<file path="src/rtl/grant_finish_unit.sv">
// Grant finish unit: forwards grant beats unchanged and queues one finish
// message per completed grant that needs one, stalling grants when the queue is full.
module grant_finish_unit #(
    parameter int unsigned DEPTH = 2,
    parameter int unsigned BEATS = 8
) (
    input  logic        clk,
    input  logic        reset,
    input  logic        io_in_grant_valid,
    output logic        io_in_grant_ready,
    input  logic [2:0]  io_in_grant_bits_addr_beat,
    input  logic [1:0]  io_in_grant_bits_client_xact_id,
    input  logic        io_in_grant_bits_manager_xact_id,
    input  logic        io_in_grant_bits_is_builtin_type,
    input  logic [3:0]  io_in_grant_bits_g_type,
    input  logic [63:0] io_in_grant_bits_data,
    input  logic        io_in_grant_bits_manager_id,
    output logic        io_out_grant_valid,
    input  logic        io_out_grant_ready,
    output logic [2:0]  io_out_grant_bits_addr_beat,
    output logic [1:0]  io_out_grant_bits_client_xact_id,
    output logic        io_out_grant_bits_manager_xact_id,
    output logic        io_out_grant_bits_is_builtin_type,
    output logic [3:0]  io_out_grant_bits_g_type,
    output logic [63:0] io_out_grant_bits_data,
    output logic        io_out_grant_bits_manager_id,
    output logic        io_finish_valid,
    input  logic        io_finish_ready,
    output logic        io_finish_bits_manager_xact_id,
    output logic        io_finish_bits_manager_id,
    output logic        io_busy
);

    localparam int unsigned CW = (BEATS > 1) ? $clog2(BEATS) : 1;
    localparam int unsigned PW = (DEPTH > 1) ? $clog2(DEPTH) : 1;
    localparam int unsigned NW = $clog2(DEPTH + 1);
    localparam logic [CW-1:0] LAST_BEAT = CW'(BEATS - 1);
    localparam logic [PW-1:0] PTR_MAX   = PW'(DEPTH - 1);
    localparam logic [NW-1:0] FULL_CNT  = NW'(DEPTH);

    logic [CW-1:0] beat_cnt;
    logic [PW-1:0] wr_ptr;
    logic [PW-1:0] rd_ptr;
    logic [NW-1:0] count;
    logic [1:0]    entries [DEPTH];

    logic multibeat;
    logic needs_finish;
    logic last_beat;
    logic full;
    logic stall;
    logic fire;
    logic enq;
    logic deq;

    // Grant payload is a zero-latency pass-through
    assign io_out_grant_bits_addr_beat       = io_in_grant_bits_addr_beat;
    assign io_out_grant_bits_client_xact_id  = io_in_grant_bits_client_xact_id;
    assign io_out_grant_bits_manager_xact_id = io_in_grant_bits_manager_xact_id;
    assign io_out_grant_bits_is_builtin_type = io_in_grant_bits_is_builtin_type;
    assign io_out_grant_bits_g_type          = io_in_grant_bits_g_type;
    assign io_out_grant_bits_data            = io_in_grant_bits_data;
    assign io_out_grant_bits_manager_id      = io_in_grant_bits_manager_id;

    assign multibeat = (!io_in_grant_bits_is_builtin_type && (io_in_grant_bits_g_type <= 4'd1)) ||
                       ( io_in_grant_bits_is_builtin_type && (io_in_grant_bits_g_type == 4'd5));
    assign needs_finish = !io_in_grant_bits_is_builtin_type || (io_in_grant_bits_g_type != 4'd0);
    assign last_beat    = !multibeat || (beat_cnt == LAST_BEAT);
    assign full         = (count == FULL_CNT);

    // Stall looks only at the registered count, so a same-cycle dequeue cannot lift it
    assign stall = !reset && needs_finish && last_beat && full;

    assign io_out_grant_valid = io_in_grant_valid && !stall;
    assign io_in_grant_ready  = io_out_grant_ready && !stall;
    assign fire               = io_in_grant_valid && io_in_grant_ready;

    assign io_finish_valid                = !reset && (count != '0);
    assign io_finish_bits_manager_xact_id = entries[rd_ptr][1];
    assign io_finish_bits_manager_id      = entries[rd_ptr][0];
    assign io_busy                        = !reset && ((beat_cnt != '0) || (count != '0));

    assign enq = fire && needs_finish && last_beat;
    assign deq = io_finish_valid && io_finish_ready;

    // Beat counter tracks position within a multibeat burst only
    always_ff @(posedge clk) begin
        if (reset) begin
            beat_cnt <= '0;
        end else if (fire && multibeat) begin
            beat_cnt <= (beat_cnt == LAST_BEAT) ? '0 : beat_cnt + CW'(1);
        end
    end

    always_ff @(posedge clk) begin
        if (reset) begin
            wr_ptr <= '0;
            rd_ptr <= '0;
            count  <= '0;
        end else begin
            if (enq) begin
                wr_ptr <= (wr_ptr == PTR_MAX) ? '0 : wr_ptr + PW'(1);
            end
            if (deq) begin
                rd_ptr <= (rd_ptr == PTR_MAX) ? '0 : rd_ptr + PW'(1);
            end
            if (enq && !deq) begin
                count <= count + NW'(1);
            end else if (deq && !enq) begin
                count <= count - NW'(1);
            end
        end
    end

    // Finish payload storage needs no reset; validity comes from count
    always_ff @(posedge clk) begin
        if (enq) begin
            entries[wr_ptr] <= {io_in_grant_bits_manager_xact_id, io_in_grant_bits_manager_id};
        end
    end

endmodule

</file>
<file path="config.mk">
export PLATFORM = sky130hd
export DESIGN_NAME = grant_finish_unit
export DESIGN_NICKNAME = d
export VERILOG_FILES = /design/src/rtl/grant_finish_unit.sv
export SDC_FILE = /design/constraint.sdc
export NUM_CORES = 1
export LEC_CHECK = 0
export CORE_ASPECT_RATIO = 1.25
export CORE_UTILIZATION = 27
export CTS_CLUSTER_DIAMETER = 150
export DETAILED_ROUTE_END_ITERATION = 6
export HOLD_SLACK_MARGIN = 0.15
export PLACE_DENSITY = 0.86
export SKIP_CTS_REPAIR_TIMING = 1
export SYNTH_ARGS = -nofsm -noshare
export SYNTH_HDL_FRONTEND = slang
export SYNTH_SLANG_ARGS = --single-unit
</file>
<file path="constraint.sdc">
create_clock -name clk -period 4 [get_ports clk]
set_input_delay 0.4 -clock clk [delete_from_list [all_inputs] [get_ports clk]]
set_output_delay 0.4 -clock clk [all_outputs]
set_load 0.01 [all_outputs]
</file>
==> impl_metrics.csv, run 1 <==
group,metric,value,unit
outcome,status,"completed",
drt,num_vias,624,
clock_tree,numCtsBuffers,3,
critical_path,reg2reg_slack,1.79,ns
floorplan,start_util,28.09,%
place,io_buffers,24,
critical_path,crit_type,"input port to primary output",
layout,multi_input_area,371.6,um^2
global_routing,antenna_found_initial,0,
worst_hold_path,hold_class,"flop to flop",
drt,final_antenna_net_count,0,
clock_tree,h-tree-depth,1,
drt,wirelength,2185,um
synth,avgSynthCellArea,8.875,um^2
layout,antennaDiodeCount,0,
flow_run,drv_cap,0,
global_routing,grt_overflow,0,
floorplan,row_count,27,
timing,setup_tns,0,ns
floorplan,core_area,0.004392,mm^2
global_routing,grt_pass1_wl,3381,um
clock_tree,path_clk_slew,0.05,ns
floorplan,dieHeight,77.58,um
clock_tree,cts.sinks,12,
timing,min_period_over_period,66.42,%
timing,setup_violations,0,
synth,synthFlopType,"dfxtp_1",
timing,relSlewSlack,76.26,%
synth,syn_area,0.001234,mm^2
timing,max_freq,376.4,MHz
clock_tree,cts_root_buf,"clkbuf_8",
synth,async_flop_share,0,%
critical_path,worstPathArrival,2.26,ns
layout,areaGrowthSynthToFinish,-16.94,%
global_routing,grt_use_total,9.139,%
drt,drc,0,
timing,min_period,2.657,ns
drt,highest-signal-layer,"met4",
synth,ys_seq_area_share,22.72,%
drt,wl_met3,366,um
clock_tree,clk-insertion-delay-late,0.23,ns
pwr,leakage,0.3728,nW
critical_path,critPathCaptureType,"primary output",
layout,fin_nets,177,
timing,slew_viol_final,0,
synth,synth.yosys.warnings,0,
floorplan,die_w,62.46,um
global_routing,grt_max_degree,16,
synth,synth_cell_types,28,
floorplan,die_area,0.004845,mm^2
drt,route.met2.wl,938,um
floorplan,ios,163,
clock_tree,clk_path_buf_depth,2,
critical_path,cp-start-kind,"input port",
timing,rsz0062_at_grt,"no",
critical_path,critical_path_peak_fanout,15,
synth,synth-edff-count,4,
synth,syn_nets,224,
drt,drt_first_pass_iters,4,
clock_tree,cts_tree,"done",
global_routing,grt_pass1_vias,662,
critical_path,crit_required,3.60,ns
layout,fill_cells,488,
place,gp_routability_congestion,0.6981,
synth,ys_seq_elements,12,
layout,seq_area,280.3,um^2
pwr,vdd.ir_drop.worst,0.0001398,V
drt,detail_route.wl_per_cell,14.66,um
synth,postSynthCellCount,139,
drt,wl_met1,696,um
pwr,power_density,327.7,mW/mm^2
place,dp_hpwl,1818,um
timing,clock_skew,0.0006598,ns
layout,drive_above_1_share,13.19,%
timing,tightestPinTransition,0.3554,ns
pwr,p_total,0.3358,mW
timing,hold_viol,0,
drt,via_per_inst,4.188,
drt,drt_iter0_markers,9,
-- power by group --
| part | switching [mW] | internal (mW) | leakage, nW |
|---|---|---|---|
| logic | 0.0347 | 0.0496 | 0.248 |
| clock network | 0.0412 | 0.0674 | 0.0231 |
| registers | 0.00805 | 0.135 | 0.102 |
| total | 0.0839 | 0.252 | 0.373 |
-- metal layers --
metal  vias up  track usage [%]
met5         -                0
met4         0            10.00
met3        34            6.029
met2        39            13.91
met1       271            7.493
li1        280                -
-- sequential cells by signal, indices dropped and copies added, names as in the netlist, named ones only --
signal	cells
entries	4
count	2
beat_cnt	3
wr_ptr	1
rd_ptr	1
-- cell families (layout without fill, tap and decap cells) --
kind of cell / Yosys count / count (layout) / share of synthesized area, %
flip-flops: 12 / 12 / 22.72
AO/OA/AOI/OAI: 10 / 10 / 7.302
adder cells (fa/ha/maj): 4 / 4 / 4.057
AND/OR/NAND/NOR: 26 / 26 / 11.97
multiplexers: 5 / 5 / 4.665
buffers and inverters: 79 / 31 / 47.16
XOR/XNOR: 3 / 3 / 2.130
-- critical path: stages --
cell	delay (ns)
clkdlybuf4s50_1	0.39
buf_4	0.18
nor3b_2	0.25
nor2b_1	0.24
o21ai_0	0.13
and3_1	0.18
clkdlybuf4s50_1	0.48
-- through the flow --
stage	hold slack, ns	setup WS (ns)	area [um^2]	instances	utilization, %
floorplan	0.4658	1.908	1234	139	-
global placement	0.4820	1.393	979.7	145	22.31
detailed placement	0.4933	1.341	979.7	145	22.31
CTS	0.5008	1.337	1025	149	23.33
global route	0.5129	1.202	1025	149	23.33
finish	0.4984	1.343	1025	149	23.33
-- layout make-up --
type                    instances  area share, %
clock buffers                   3          4.029
inverters                       2         0.7326
clock inverters                 1         0.3663
repair buffers                 25          24.18
flip-flops and latches         12          27.35
well taps                      58          7.082
multi-input cells              48          36.26
-- cells in the mapped netlist (all sizes together), types with 2 or more instances --
library cell	n	area [um^2]
or3	2	12.51
buf	76	570.6
inv	2	7.510
nor3b	2	20.02
and3	3	18.77
ha	4	50.05
edfxtp	4	120.1
nor2b	3	18.77
xor2	3	26.28
nor2	8	30.03
mux2i	2	20.02
o21ai	3	15.01
nand2b	4	25.02
dfxtp	8	160.2
a21oi	2	13.76
nand2	2	7.510
mux2	3	37.53
-- path summary, 6_finish.rpt --
path               start                 end  cells after the start
min reg2reg  beat_cnt[2]         beat_cnt[2]                      2
min          beat_cnt[2]         beat_cnt[2]                      2
max reg2reg  beat_cnt[0]            count[1]                      6
max                reset  io_out_grant_valid                      7
-- placed cells by master, fill, tap and decap left out, types with 2 or more instances in the layout --
cell type         n
clkdlybuf4s50_1  24
nor2_1            8
dfxtp_1           8
nand2b_1          4
ha_1              4
edfxtp_1          4
and3_1            3
nor2b_1           3
o21ai_0           3
xor2_1            3
clkbuf_8          3
nand2_1           2
mux2_2            2
inv_1             2
mux2i_1           2
or3_1             2
No activity file was read; power rests on OpenSTA's default activity.
==> run 2: changes to the inputs <==
--- a/config.mk
+++ b/config.mk
@@ -6,11 +6,11 @@
 export NUM_CORES = 1
 export LEC_CHECK = 0
 export CORE_ASPECT_RATIO = 1.25
-export CORE_UTILIZATION = 27
+export CORE_UTILIZATION = 23
 export CTS_CLUSTER_DIAMETER = 150
 export DETAILED_ROUTE_END_ITERATION = 6
 export HOLD_SLACK_MARGIN = 0.15
-export PLACE_DENSITY = 0.86
+export PLACE_DENSITY = 0.78
 export SKIP_CTS_REPAIR_TIMING = 1
 export SYNTH_ARGS = -nofsm -noshare
 export SYNTH_HDL_FRONTEND = slang
==> constraint.sdc (replaced) <==
create_clock -name clk -period 2.25 [get_ports clk]
set_input_delay 0.225 -clock clk [delete_from_list [all_inputs] [get_ports clk]]
set_output_delay 0.225 -clock clk [all_outputs]
set_load 0.01 [all_outputs]
==> run 2 against run 1 <==
Wire length increased by 5.7%. Clock skew increased by 0.0017 ns. Hold slack got worse by 0.048 ns. Largest power group unchanged. First-iteration DRC count unchanged. Count of clock-buffer cells in the layout unchanged. Critical path depth decreased by 1. Flip-flop and latch count unchanged. Sequential share of layout area decreased by 1.2 points. Register-to-register slack got worse by 1.7 ns. Critical endpoint unchanged. Largest cell class unchanged.
==> impl_metrics.csv, run 2 (synthesis results as in run 1) <==
group,metric,value,unit
outcome,status,"completed",
global_routing,antenna_found_initial,0,
clock_tree,clk_path_buf_depth,2,
clock_tree,cts_tree,"done",
layout,areaGrowthSynthToFinish,-13.18,%
drt,drt_first_pass_iters,4,
pwr,vdd.ir_drop.worst,0.0001776,V
pwr,p_total,0.6184,mW
flow_run,drv_cap,0,
drt,drt_iter0_markers,9,
timing,relSlewSlack,76.44,%
worst_hold_path,hold_class,"input port to primary output",
pwr,leakage,0.3959,nW
timing,rsz0062_at_grt,"no",
critical_path,crit_required,2.03,ns
critical_path,crit_type,"input port to primary output",
timing,hold_viol,0,
place,pre_cts_ws,-0.01730,ns
floorplan,die_w,67.51,um
floorplan,row_count,29,
global_routing,grt_use_total,8.154,%
timing,tightestPinTransition,0.3484,ns
layout,fill_cells,549,
layout,top_regs,"entries: 4 flops, beat_cnt: 3 flops, count: 2 flops",
floorplan,dieHeight,83.89,um
critical_path,critPathCaptureType,"primary output",
global_routing,grt_pass1_vias,667,
layout,antennaDiodeCount,0,
drt,drc,0,
place,io_buffers,24,
timing,min_period,2.141,ns
drt,detail_route.wl_per_cell,14.71,um
clock_tree,cts.sinks,12,
global_routing,grt_overflow,0,
timing,setup_violations,0,
clock_tree,clk-insertion-delay-late,0.24,ns
clock_tree,h-tree-depth,1,
floorplan,die_area,0.005663,mm^2
drt,wirelength,2310,um
layout,top_register,"entries",
timing,setup_slack,0.1092,ns
critical_path,worstPathArrival,1.92,ns
drt,num_vias,648,
drt,final_antenna_net_count,0,
layout,final_cell_mix,"24 x clkdlybuf4s50_1, 8 x nor2_1, 8 x dfxtp_1",
critical_path,r2r_end,"count[1]",
critical_path,reg2regPathDepth,7,
critical_path,critical_path_peak_fanout,4,
clock_tree,numCtsBuffers,3,
floorplan,start_util,24.11,%
timing,clock_skew,0.002405,ns
layout,final_common_cell,"clkdlybuf4s50_1",
floorplan,core_area,0.005116,mm^2
critical_path,cp-start-kind,"input port",
layout,fin_nets,181,
place,dp_hpwl,1867,um
worst_hold_path,hp-start,"io_in_grant_bits_client_xact_id[1]",
timing,setup_tns,0,ns
worst_hold_path,hold_depth,0,
floorplan,ios,163,
timing,min_period_over_period,95.15,%
worst_hold_path,min_to,"io_out_grant_bits_client_xact_id[1]",
clock_tree,cts_root_buf,"clkbuf_8",
critical_path,r2r-start,"beat_cnt[0]",
timing,max_freq,467.1,MHz
global_routing,grt_pass1_wl,3291,um
timing,slew_viol_final,0,
drt,via_per_inst,4.127,
global_routing,grt_max_degree,14,
critical_path,reg2reg_slack,0.12,ns
layout,largest_reg_flops,4,
layout,drive_above_1_share,17.89,%
pwr,power_density,577.4,mW/mm^2
place,gp_routability_congestion,0.7317,
run 2: changes by cell type in the layout (fill, tap and decap cells not counted):
cell / before / now
o21ai_0: 3 / 2
nor3b_1: 1 / 0
o21ai_1: 0 / 1
buf_4: 1 / 5
nor3b_4: 0 / 1
run 2: area by class of cell:
| type | count | area, um^2 | area share, % |
|---|---|---|---|
| Sequential cell | 12 | 280.3 | 26.17 |
| Timing Repair Buffer | 29 | 277.8 | 25.93 |
| Inverter | 2 | 7.507 | 0.7009 |
| Clock inverter | 1 | 3.754 | 0.3505 |
| Tap cell | 62 | 77.57 | 7.243 |
| Multi-Input combinational cell | 48 | 382.9 | 35.75 |
| Clock buffer | 3 | 41.29 | 3.855 |
run 2: worst max-delay path: stages:
cell             delay (ns)
clkdlybuf4s50_1        0.53
nor3b_2                0.24
nor2b_1                0.09
o21ai_1                0.10
and3_1                 0.19
clkdlybuf4s50_1        0.54
run 2: worst max-delay path by stage:
stage | startpoint | to | slack (ns) | cells past startpoint
floorplan | beat_cnt[0] | count[1] | 0.16 | 6
global placement | io_in_grant_bits_is_builtin_type | io_out_grant_valid | 0.02 | 6
detailed placement | io_in_grant_bits_is_builtin_type | io_out_grant_valid | -0.02 | 6
CTS | io_in_grant_bits_is_builtin_type | io_out_grant_valid | -0.03 | 6
global route | io_in_grant_bits_is_builtin_type | io_out_grant_valid | 0.03 | 6
finish | io_in_grant_bits_is_builtin_type | io_out_grant_valid | 0.11 | 6
run 2: routing by layer:
metal | up-vias | part of all wire [%] | GRT usage, %
met4 | 0 | 15 | 13.93
met3 | 44 | 14 | 3.689
li1 | 291 | - | -
met1 | 278 | 28 | 5.698
met2 | 35 | 43 | 11.79
met5 | - | 0 | 0
run 2: per-stage QoR:
step / util [%] / hold slack [ns] / instances / instance area (um^2)
global route: 20.93 / 0.4500 / 157 / 1071
CTS: 20.57 / 0.4501 / 156 / 1052
detailed placement: 19.69 / 0.4501 / 152 / 1007
global placement: 19.69 / 0.4501 / 152 / 1007
floorplan: - / 0.3239 / 139 / 1234
finish: 20.93 / 0.4500 / 157 / 1071
run 2: report_power, final:
part / leakage, nW / switching, mW / internal (mW)
combinational: 0.271 / 0.0666 / 0.0979
clock: 0.0231 / 0.0781 / 0.120
sequential: 0.102 / 0.0158 / 0.240
total: 0.396 / 0.161 / 0.458
